===== config.mk =====
export PLATFORM = sky130hd
export DESIGN_NAME = filtro_biquad_adc
export DESIGN_NICKNAME = d
export VERILOG_FILES = /design/src/rtl/filtro_biquad_adc.sv
export SDC_FILE = /design/constraint.sdc
export NUM_CORES = 1
export LEC_CHECK = 0
export BUFFER_PORTS_ARGS = -buffer_cell sky130_fd_sc_hd__buf_2
export CORE_MARGIN = 4
export CORE_UTILIZATION = 38
export CTS_CLUSTER_DIAMETER = 60
export CTS_CLUSTER_SIZE = 40
export DETAILED_ROUTE_END_ITERATION = 10
export GPL_ROUTABILITY_DRIVEN = 1
export GPL_TIMING_DRIVEN = 0
export PLACE_DENSITY_LB_ADDON = 0.05
export SLEW_MARGIN = 20
export SYNTH_ARGS = -nofsm -noshare
export SYNTH_HDL_FRONTEND = slang
export SYNTH_SLANG_ARGS = --single-unit
export TNS_END_PERCENT = 5

===== constraint.sdc =====
create_clock -name clk -period 20.7 [get_ports clk]
set_input_delay 1.035 -clock clk [delete_from_list [all_inputs] [get_ports clk]]
set_output_delay 1.035 -clock clk [all_outputs]
set_load 0.005 [all_outputs]

===== src/rtl/filtro_biquad_adc.sv =====
// -----------------------------------------------------------------------------
// filtro_biquad_adc
// Second-order IIR low-pass (biquad, direct form I) placed right after the ADC
// capture stage. A single multiplier is shared across the five taps, one tap
// per clock, so each sample costs five MAC cycles plus one output cycle.
//
// Optional feature macro: FILTRO_SAT_EN
//   defined   : the rounded result saturates to the signed cant_bits range
//   undefined : the rounded result wraps (keeps its low cant_bits bits)
//
// Ports
//   clk        in   1          system clock
//   rst        in   1          synchronous, active-high reset
//   din        in   cant_bits  signed ADC sample (sign-extended 12-bit word)
//   din_valid  in   1          one-cycle strobe qualifying din
//   dout       out  cant_bits  signed filtered sample, held between updates
//   dout_valid out  1          one-cycle pulse when dout updates
//   busy       out  1          high while a sample is being processed
//   overrun    out  1          one-cycle pulse when a strobe is dropped
// -----------------------------------------------------------------------------
module filtro_biquad_adc #(
  parameter int                   cant_bits = 16,
  parameter int                   CW        = 16,
  parameter int                   FRAC      = 14,
  parameter logic signed [CW-1:0] B0        = 16'sd1024,
  parameter logic signed [CW-1:0] B1        = 16'sd2048,
  parameter logic signed [CW-1:0] B2        = 16'sd1024,
  parameter logic signed [CW-1:0] A1        = -16'sd18022,
  parameter logic signed [CW-1:0] A2        = 16'sd6144
) (
  input  logic                        clk,
  input  logic                        rst,
  input  logic signed [cant_bits-1:0] din,
  input  logic                        din_valid,
  output logic signed [cant_bits-1:0] dout,
  output logic                        dout_valid,
  output logic                        busy,
  output logic                        overrun
);

  localparam int PW = CW + cant_bits;   // product width
  localparam int AW = PW + 3;           // accumulator width, headroom for 5 sums

  // Rounding constant: one half LSB of the output scale (round half up).
  localparam logic signed [AW-1:0] RND = {{(AW-1){1'b0}}, 1'b1} << (FRAC - 1);

  typedef enum logic [1:0] {
    IDLE = 2'd0,
    MAC  = 2'd1,
    OUT  = 2'd2
  } state_t;

  state_t                      state;
  logic [2:0]                  idx;
  logic signed [cant_bits-1:0] x0, x1, x2, y1, y2;
  logic signed [AW-1:0]        acc;
  logic                        out_pend;

  logic signed [CW-1:0]        coef;
  logic signed [cant_bits-1:0] opnd;
  logic                        sub;
  logic signed [PW-1:0]        prod;
  logic signed [AW-1:0]        prod_ext;
  logic signed [AW-1:0]        rnd_sum;
  logic signed [cant_bits-1:0] y_red;

  // Tap selection for the shared multiplier; feedback taps are subtracted.
  always_comb begin
    coef = {CW{1'b0}};
    opnd = {cant_bits{1'b0}};
    sub  = 1'b0;
    case (idx)
      3'd0:    begin coef = B0; opnd = x0; sub = 1'b0; end
      3'd1:    begin coef = B1; opnd = x1; sub = 1'b0; end
      3'd2:    begin coef = B2; opnd = x2; sub = 1'b0; end
      3'd3:    begin coef = A1; opnd = y1; sub = 1'b1; end
      3'd4:    begin coef = A2; opnd = y2; sub = 1'b1; end
      default: begin coef = {CW{1'b0}}; opnd = {cant_bits{1'b0}}; sub = 1'b0; end
    endcase
  end

  assign prod     = PW'(coef) * PW'(opnd);
  assign prod_ext = {{(AW-PW){prod[PW-1]}}, prod};
  assign rnd_sum  = acc + RND;

`ifdef FILTRO_SAT_EN
  localparam logic signed [AW-1:0] YMAX = {{(AW-cant_bits+1){1'b0}}, {(cant_bits-1){1'b1}}};
  localparam logic signed [AW-1:0] YMIN = {{(AW-cant_bits+1){1'b1}}, {(cant_bits-1){1'b0}}};
  logic signed [AW-1:0] r_full;
  assign r_full = rnd_sum >>> FRAC;

  // Clamp the rounded result into the output range.
  always_comb begin
    y_red = {cant_bits{1'b0}};
    if (r_full > YMAX) begin
      y_red = YMAX[cant_bits-1:0];
    end else if (r_full < YMIN) begin
      y_red = YMIN[cant_bits-1:0];
    end else begin
      y_red = r_full[cant_bits-1:0];
    end
  end
`else
  // Keep only the low bits of the rounded result (two's-complement wrap).
  always_comb begin
    y_red = cant_bits'(rnd_sum >>> FRAC);
  end
`endif

  // Control FSM, MAC datapath, history and registered outputs.
  // dout is loaded one cycle after OUT from y1, which already holds the new y.
  always_ff @(posedge clk) begin
    if (rst) begin
      state      <= IDLE;
      idx        <= 3'd0;
      acc        <= {AW{1'b0}};
      x0         <= {cant_bits{1'b0}};
      x1         <= {cant_bits{1'b0}};
      x2         <= {cant_bits{1'b0}};
      y1         <= {cant_bits{1'b0}};
      y2         <= {cant_bits{1'b0}};
      out_pend   <= 1'b0;
      dout       <= {cant_bits{1'b0}};
      dout_valid <= 1'b0;
      busy       <= 1'b0;
      overrun    <= 1'b0;
    end else begin
      overrun    <= din_valid && (state != IDLE);
      busy       <= (state != IDLE);
      dout_valid <= out_pend;
      out_pend   <= 1'b0;
      if (out_pend) begin
        dout <= y1;
      end else begin
        dout <= dout;
      end
      case (state)
        IDLE: begin
          if (din_valid) begin
            x0    <= din;
            acc   <= {AW{1'b0}};
            idx   <= 3'd0;
            state <= MAC;
          end else begin
            state <= IDLE;
          end
        end
        MAC: begin
          if (sub) begin
            acc <= acc - prod_ext;
          end else begin
            acc <= acc + prod_ext;
          end
          if (idx == 3'd4) begin
            state <= OUT;
          end else begin
            idx <= idx + 3'd1;
          end
        end
        OUT: begin
          x2       <= x1;
          x1       <= x0;
          y2       <= y1;
          y1       <= y_red;
          out_pend <= 1'b1;
          idx      <= 3'd0;
          state    <= IDLE;
        end
        default: begin
          state <= IDLE;
          idx   <= 3'd0;
        end
      endcase
    end
  end

endmodule


==> results.json, run 1 <==
{
  "io_buffer_count": 37,
  "powerDensity_mw_per_mm2": 55.8,
  "finalNonFillerCells": 2198,
  "drtIter0Drc": 739,
  "async_flop_share_pct": 0,
  "rsz0062_at_grt": "false",
  "clock-sinks": 134,
  "setup_tns_ps": 0,
  "vdd_drop_max_uv": 63.6,
  "grt_max_degree": 17,
  "synth.avg_cell_area_um2": 8.56,
  "yosysSeqAreaShare_pct": 18.9,
  "wirelength_um": 42200,
  "leakagePower_nw": 7.30,
  "run_status": "finished, final reports clean",
  "n_antenna_cell": 0,
  "wire_per_inst_um": 19.2,
  "crit_fanout": 10,
  "skew_ps": 7.22,
  "vias_per_cell": 5.16,
  "yosysUniqueCellTypes": 78,
  "via_count": 11351,
  "num_rows": 70,
  "slew_violations": 0,
  "fin_nets": 2040,
  "worstPathRequired_ps": 21020,
  "worst_pin_slew_ps": 1010,
  "cts_buffers": 17,
  "endpoint_kind": "register",
  "hold-worst-slack_ps": 455,
  "synthToLayoutAreaGrowth_pct": 9.80,
  "tritoncts": "done",
  "grt_usage_pct": 20.9,
  "grt_pass1_wl_um": 67100,
  "hp-class": "reg2reg",
  "die_area_mm2": 0.0406,
  "fmax_mhz": 87.4,
  "synth-seq-cells": 134,
  "grt_pass1_vias": 11681,
  "syn_area_mm2": 0.0142,
  "setup_viol": 0,
  "drc": 0,
  "synth-edff-count": 0,
  "path_common_cell": "fa_1",
  "timing.slew.headroom_pct": 32.1,
  "io_pins": 38,
  "cts_resized": 0,
  "start_util_pct": 38.7,
  "finalCriticalPeriod_ps": 11450,
  "cts_setup_buffers": 0,
  "layout-drive-gt1-share_pct": 5.72,
  "cp_slowest_cell": "a221oi_1",
  "clk_pin_slew_worst_paths_ps": 60,
  "netlist_instances": 1661,
  "cts_buffer_depth": 2,
  "crit_arrival_ps": 11760,
  "overflow": 0,
  "dp.cells": 2166,
  "die_w_um": 201,
  "critPathMaxStageDelay_ps": 770,
  "post-route-period-util_pct": 55.3,
  "postRouteAntennaNets": 0,
  "cts_root_buf": "clkbuf_16",
  "die_h_um": 201,
  "drtPass1Iterations": 7,
  "cts_hold_buffers": 0,
  "core_area_mm2": 0.0368,
  "gp_congestion": 0.857,
  "ff2ff_setup_slack_ps": 9250,
  "synth_ff_type": "dfxtp_1",
  "worstSetupPathType": "reg2reg",
  "insertion_delay_ps": 420,
  "max_cap_violations": 0,
  "htree_levels": 4,
  "startpoint_type": "register",
  "ys_warn_count": 0,
  "dp_hpwl_um": 35400,
  "antenna_found_initial": 0,
  "hold_viol_final": 0,
  "syn-num-nets": 1984
}
layout make-up:
class,instances,area [um2]
fillers,3766,21200
repair buffers,37,185
plain buffers,65,287
well taps,468,586
flip-flops and latches,134,2680
multi-input cells,1202,10300
clock buffers,19,453
clock inverters,13,170
inverters,260,976
critical path, delay by kind of cell (launching register included):
| family | cells | cell delay (ps) |
|---|---|---|
| flip-flops | 1 | 310 |
| buffers and inverters | 10 | 1910 |
| multiplexers | 1 | 80 |
| XOR/XNOR | 3 | 550 |
| AND/OR/NAND/NOR | 6 | 1310 |
| AO/OA/AOI/OAI | 9 | 3060 |
| adder cells (fa/ha/maj) | 9 | 4080 |
kinds of logic after synthesis:
logic type / count (synthesis) / synth area share (%)
simple gates: 450 / 14.2
fa+ha+maj: 304 / 35.1
xor+xnor: 99 / 6.19
buf+inv: 325 / 8.88
mux: 18 / 1.27
other cells: 2 / 0.0528
compound gates: 329 / 15.5
flops: 134 / 18.9
per-stage QoR:
| stage | power (mW) | util, % | setup slack (ps) | area, um2 |
|---|---|---|---|---|
| finish | 0.871 | 42.5 | 9250 | 15600 |
| global route | 0.924 | 42.5 | 8510 | 15600 |
| CTS | 0.878 | 42.5 | 9260 | 15600 |
| detailed placement | 0.552 | 40.8 | 9280 | 15000 |
| global placement | 0.553 | 40.8 | 9280 | 15000 |
| floorplan | 0.481 | - | 11310 | 14200 |
cells in the mapped netlist, types with 6 or more instances:
library cell | number | area [um2]
a31oi_1 | 14 | 87.6
nand3_1 | 34 | 170
mux2i_1 | 18 | 180
nor2b_1 | 11 | 68.8
xnor2_1 | 60 | 526
nor4_1 | 6 | 37.5
nand2b_1 | 8 | 50.1
a211oi_1 | 23 | 173
a222oi_1 | 11 | 110
and2_1 | 28 | 175
o31ai_1 | 7 | 52.6
ha_1 | 146 | 1830
nor3_1 | 10 | 50.1
a22oi_1 | 30 | 225
a21oi_1 | 126 | 631
xor2_1 | 38 | 333
clkbuf_1 | 46 | 173
a21o_1 | 17 | 128
fa_1 | 158 | 3160
nor2_1 | 104 | 390
nand2_1 | 213 | 800
buf_1 | 13 | 48.8
inv_1 | 260 | 976
dfxtp_1 | 134 | 2680
o21a_1 | 15 | 113
o21bai_1 | 7 | 52.6
o21ai_0 | 28 | 140
registers in the layout (all words and copies together) (netlist names):
name        count
y1             16
state           2
dout           16
out_pend        1
y2             16
idx             3
busy            1
x0             16
x2             16
acc            29
x1             16
dout_valid      1
overrun         1
cell usage in the layout, fill, tap and decap left out, types with 34 or more instances in the layout:
cell type  synthesis  routed
nand3_1           34      34
dfxtp_1          134     134
ha_1             146     146
xnor2_1           60      60
a21oi_1          126     126
inv_1            260     260
buf_2              0      37
nand2_1          213     213
xor2_1            38      38
clkbuf_1          46      46
fa_1             158     158
nor2_1           104     104
worst paths after layout:
kind	startpoint	end	depth (start not counted)
worst max-delay path	idx[2]	acc[29]	38
worst min-delay path	x2[15]	x2[15]	2
worst max register to register	idx[2]	acc[29]	38
worst min register to register	x2[15]	x2[15]	2
metal layers:
layer	wire length, um	up-vias	global-route usage (%)
met5	0	-	0
met4	779	0	4.91
met3	961	40	1.45
met2	19600	172	34.3
met1	20900	5557	30.4
li1	-	5582	-
where the power goes:
part,internal (mW),switching (mW)
Clock,0.198,0.126
Combinational,0.104,0.165
Sequential,0.267,0.0119
Total,0.569,0.303
No activity file was read; power rests on OpenSTA's default activity.
==> run 2: changes to the inputs <==
==> constraint.sdc (replaced) <==
create_clock -name clk -period 10.98 [get_ports clk]
set_input_delay 0.549 -clock clk [delete_from_list [all_inputs] [get_ports clk]]
set_output_delay 0.549 -clock clk [all_outputs]
set_load 0.005 [all_outputs]
==> run 2 against run 1 <==
Routed wire length rose by 0.36%. Count of clock-buffer cells in the layout did not move. Setup slack got worse by 8700 ps. Flip-flop and latch count did not move. Hold slack got worse by 100 ps. Critical endpoint unchanged. Highest routed layer unchanged. Sequential share of layout area fell by 0.065 points. Fmax rose by 9.7%.
==> results.json, run 2 (synthesis gave the netlist of run 1 again) <==
{
  "htree_levels": 4,
  "synthToLayoutAreaGrowth_pct": 10.3,
  "hold-worst-slack_ps": 355,
  "gp_congestion": 0.857,
  "layout_commonest_cell": "inv_1",
  "grt_pass1_vias": 11691,
  "whs_endpoint": "x0[8]",
  "grt_usage_pct": 21.0,
  "hold_start": "din[8]",
  "top_register": "acc",
  "vias_per_cell": 5.18,
  "layout-drive-gt1-share_pct": 6.70,
  "hold_path_depth": 3,
  "power_frac_seq_pct": 31.8,
  "grt_use_met1_pct": 30.4,
  "largest_reg_flops": 29,
  "wirelength_um": 42400,
  "clock-sinks": 134,
  "overflow": 0,
  "tritoncts": "done",
  "drtIter0Drc": 695,
  "num_rows": 70,
  "finalCriticalPeriod_ps": 10430,
  "die_h_um": 201,
  "final_area_mm2": 0.0157,
  "insertion_delay_ps": 420,
  "postRouteAntennaNets": 0,
  "critPathMaxStageDelay_ps": 550,
  "grt_max_degree": 17,
  "internal_power_mw": 1.08,
  "crit_fanout": 10,
  "setup_viol": 0,
  "powerDensity_mw_per_mm2": 105,
  "crit_arrival_ps": 10750,
  "slew_violations": 0,
  "dp_hpwl_um": 35400,
  "run_status": "finished, final reports clean",
  "worstPathRequired_ps": 11300,
  "setup_ws_ps": 545,
  "multi_input_area_mm2": 0.0103,
  "post-route-period-util_pct": 95.0,
  "cts_buffers": 17,
  "io_pins": 38,
  "final_cell_mix": "inv_1 (260), nand2_1 (213), fa_1 (157), ha_1 (146), dfxtp_1 (133)",
  "r2r-end": "acc[29]",
  "area.sequential_mm2": 0.00268,
  "fillers": 3770,
  "start_util_pct": 38.7,
  "cp_slowest_cell": "fa_1",
  "via_count": 11389,
  "grt_pass1_wl_um": 67100,
  "r2r_start": "idx[0]",
  "hp-class": "in2reg",
  "skew_ps": 8.47,
  "clockPowerShare_pct": 36.9,
  "timing.slew.headroom_pct": 33.7,
  "antenna_found_initial": 0,
  "power.share.switching_pct": 34.8,
  "grtUsageMet2_pct": 34.4,
  "hold_viol_final": 0,
  "ff2ff_setup_slack_ps": 550,
  "n_antenna_cell": 0,
  "wire_per_inst_um": 19.3,
  "rr_worst_depth": 38,
  "max_cap_violations": 0,
  "vdd_drop_max_uv": 120,
  "netSwitchingPower_mw": 0.576,
  "top_usage_layer": "met2",
  "endpoint_kind": "register",
  "fin_nets": 2041,
  "core_area_mm2": 0.0368,
  "die_w_um": 201,
  "preCtsSetupSlack_ps": -438,
  "startpoint_type": "register",
  "cts_root_buf": "clkbuf_16",
  "clk_pin_slew_worst_paths_ps": 60,
  "fmax_mhz": 95.8,
  "p_comb_share_pct": 31.3,
  "rsz0062_at_grt": "false",
  "placed_area_mm2": 0.0150,
  "worst_pin_slew_ps": 986,
  "leakagePower_nw": 7.34,
  "io_buffer_count": 37,
  "drc": 0,
  "grt_use_met3_pct": 1.45,
  "die_area_mm2": 0.0406,
  "worstSetupPathType": "reg2reg",
  "drtPass1Iterations": 6,
  "cts_buffer_depth": 2
}
[run 2: final cells by class]
type	instances	share of cell area, %
Inverter	260	6.22
Multi-Input combinational cell	1202	65.8
Tap cell	468	3.73
Buffer	63	1.83
Sequential cell	134	17.1
Clock inverter	13	1.08
Clock buffer	19	2.89
Timing Repair Buffer	40	1.32
[run 2: worst max path at each step]
stage | start | end | slack [ps] | cells after the start
floorplan | idx[2] | acc[29] | 1590 | 39
global placement | idx[2] | acc[29] | -440 | 38
detailed placement | idx[2] | acc[29] | -440 | 38
CTS | idx[0] | acc[29] | 30 | 39
global route | idx[0] | acc[29] | 20 | 37
finish | idx[0] | acc[29] | 550 | 38
[run 2: critical path: cells and delay by family (launching register included)]
family                     cells  cell delay [ps]
adders and majority gates      9             4000
AOI/OAI and AO/OA             11             2600
and+or+nand+nor                6             1590
buffers and inverters          8             1020
xor gates and xnor gates       3              550
DFF                            1              420
muxes                          1              150
[run 2: metrics by stage]
| step | std cells | TNS (ps) | power, mW | util (%) |
|---|---|---|---|---|
| 6_report | 2199 | 0 | 1.65 | 42.6 |
| 4_1_cts | 2198 | 0 | 1.66 | 42.5 |
| 5_1_grt | 2199 | 0 | 1.75 | 42.6 |
| 3_5_place_dp | 2166 | -655 | 1.04 | 40.8 |
| 2_1_floorplan | 1661 | 0 | 0.907 | - |
| 3_3_place_gp | 2166 | -663 | 1.04 | 40.8 |
[run 2: per-layer routing]
metal,up-vias,routed length [um],share of wire (%)
li1,5580,-,-
met1,5600,21100,50
met2,174,19700,46
met3,35,862,2.0
met4,0,724,1.7
met5,-,0,0
[run 2: power by group through the flow]
stage / clock (mW) / combinational (mW) / sequential (mW)
floorplan: 0 / 0.379 / 0.528
global placement: 0 / 0.507 / 0.536
detailed placement: 0 / 0.504 / 0.536
CTS: 0.621 / 0.509 / 0.526
global route: 0.641 / 0.583 / 0.528
finish: 0.611 / 0.518 / 0.525
[run 2: timing repair]
item,CTS,global route
endpoints found under the hold margin,0,0
setup endpoints to repair,3,9
gates resized for setup,3,22
pin swaps,0,2
hold buffers,0,0
buffers inserted,0,3
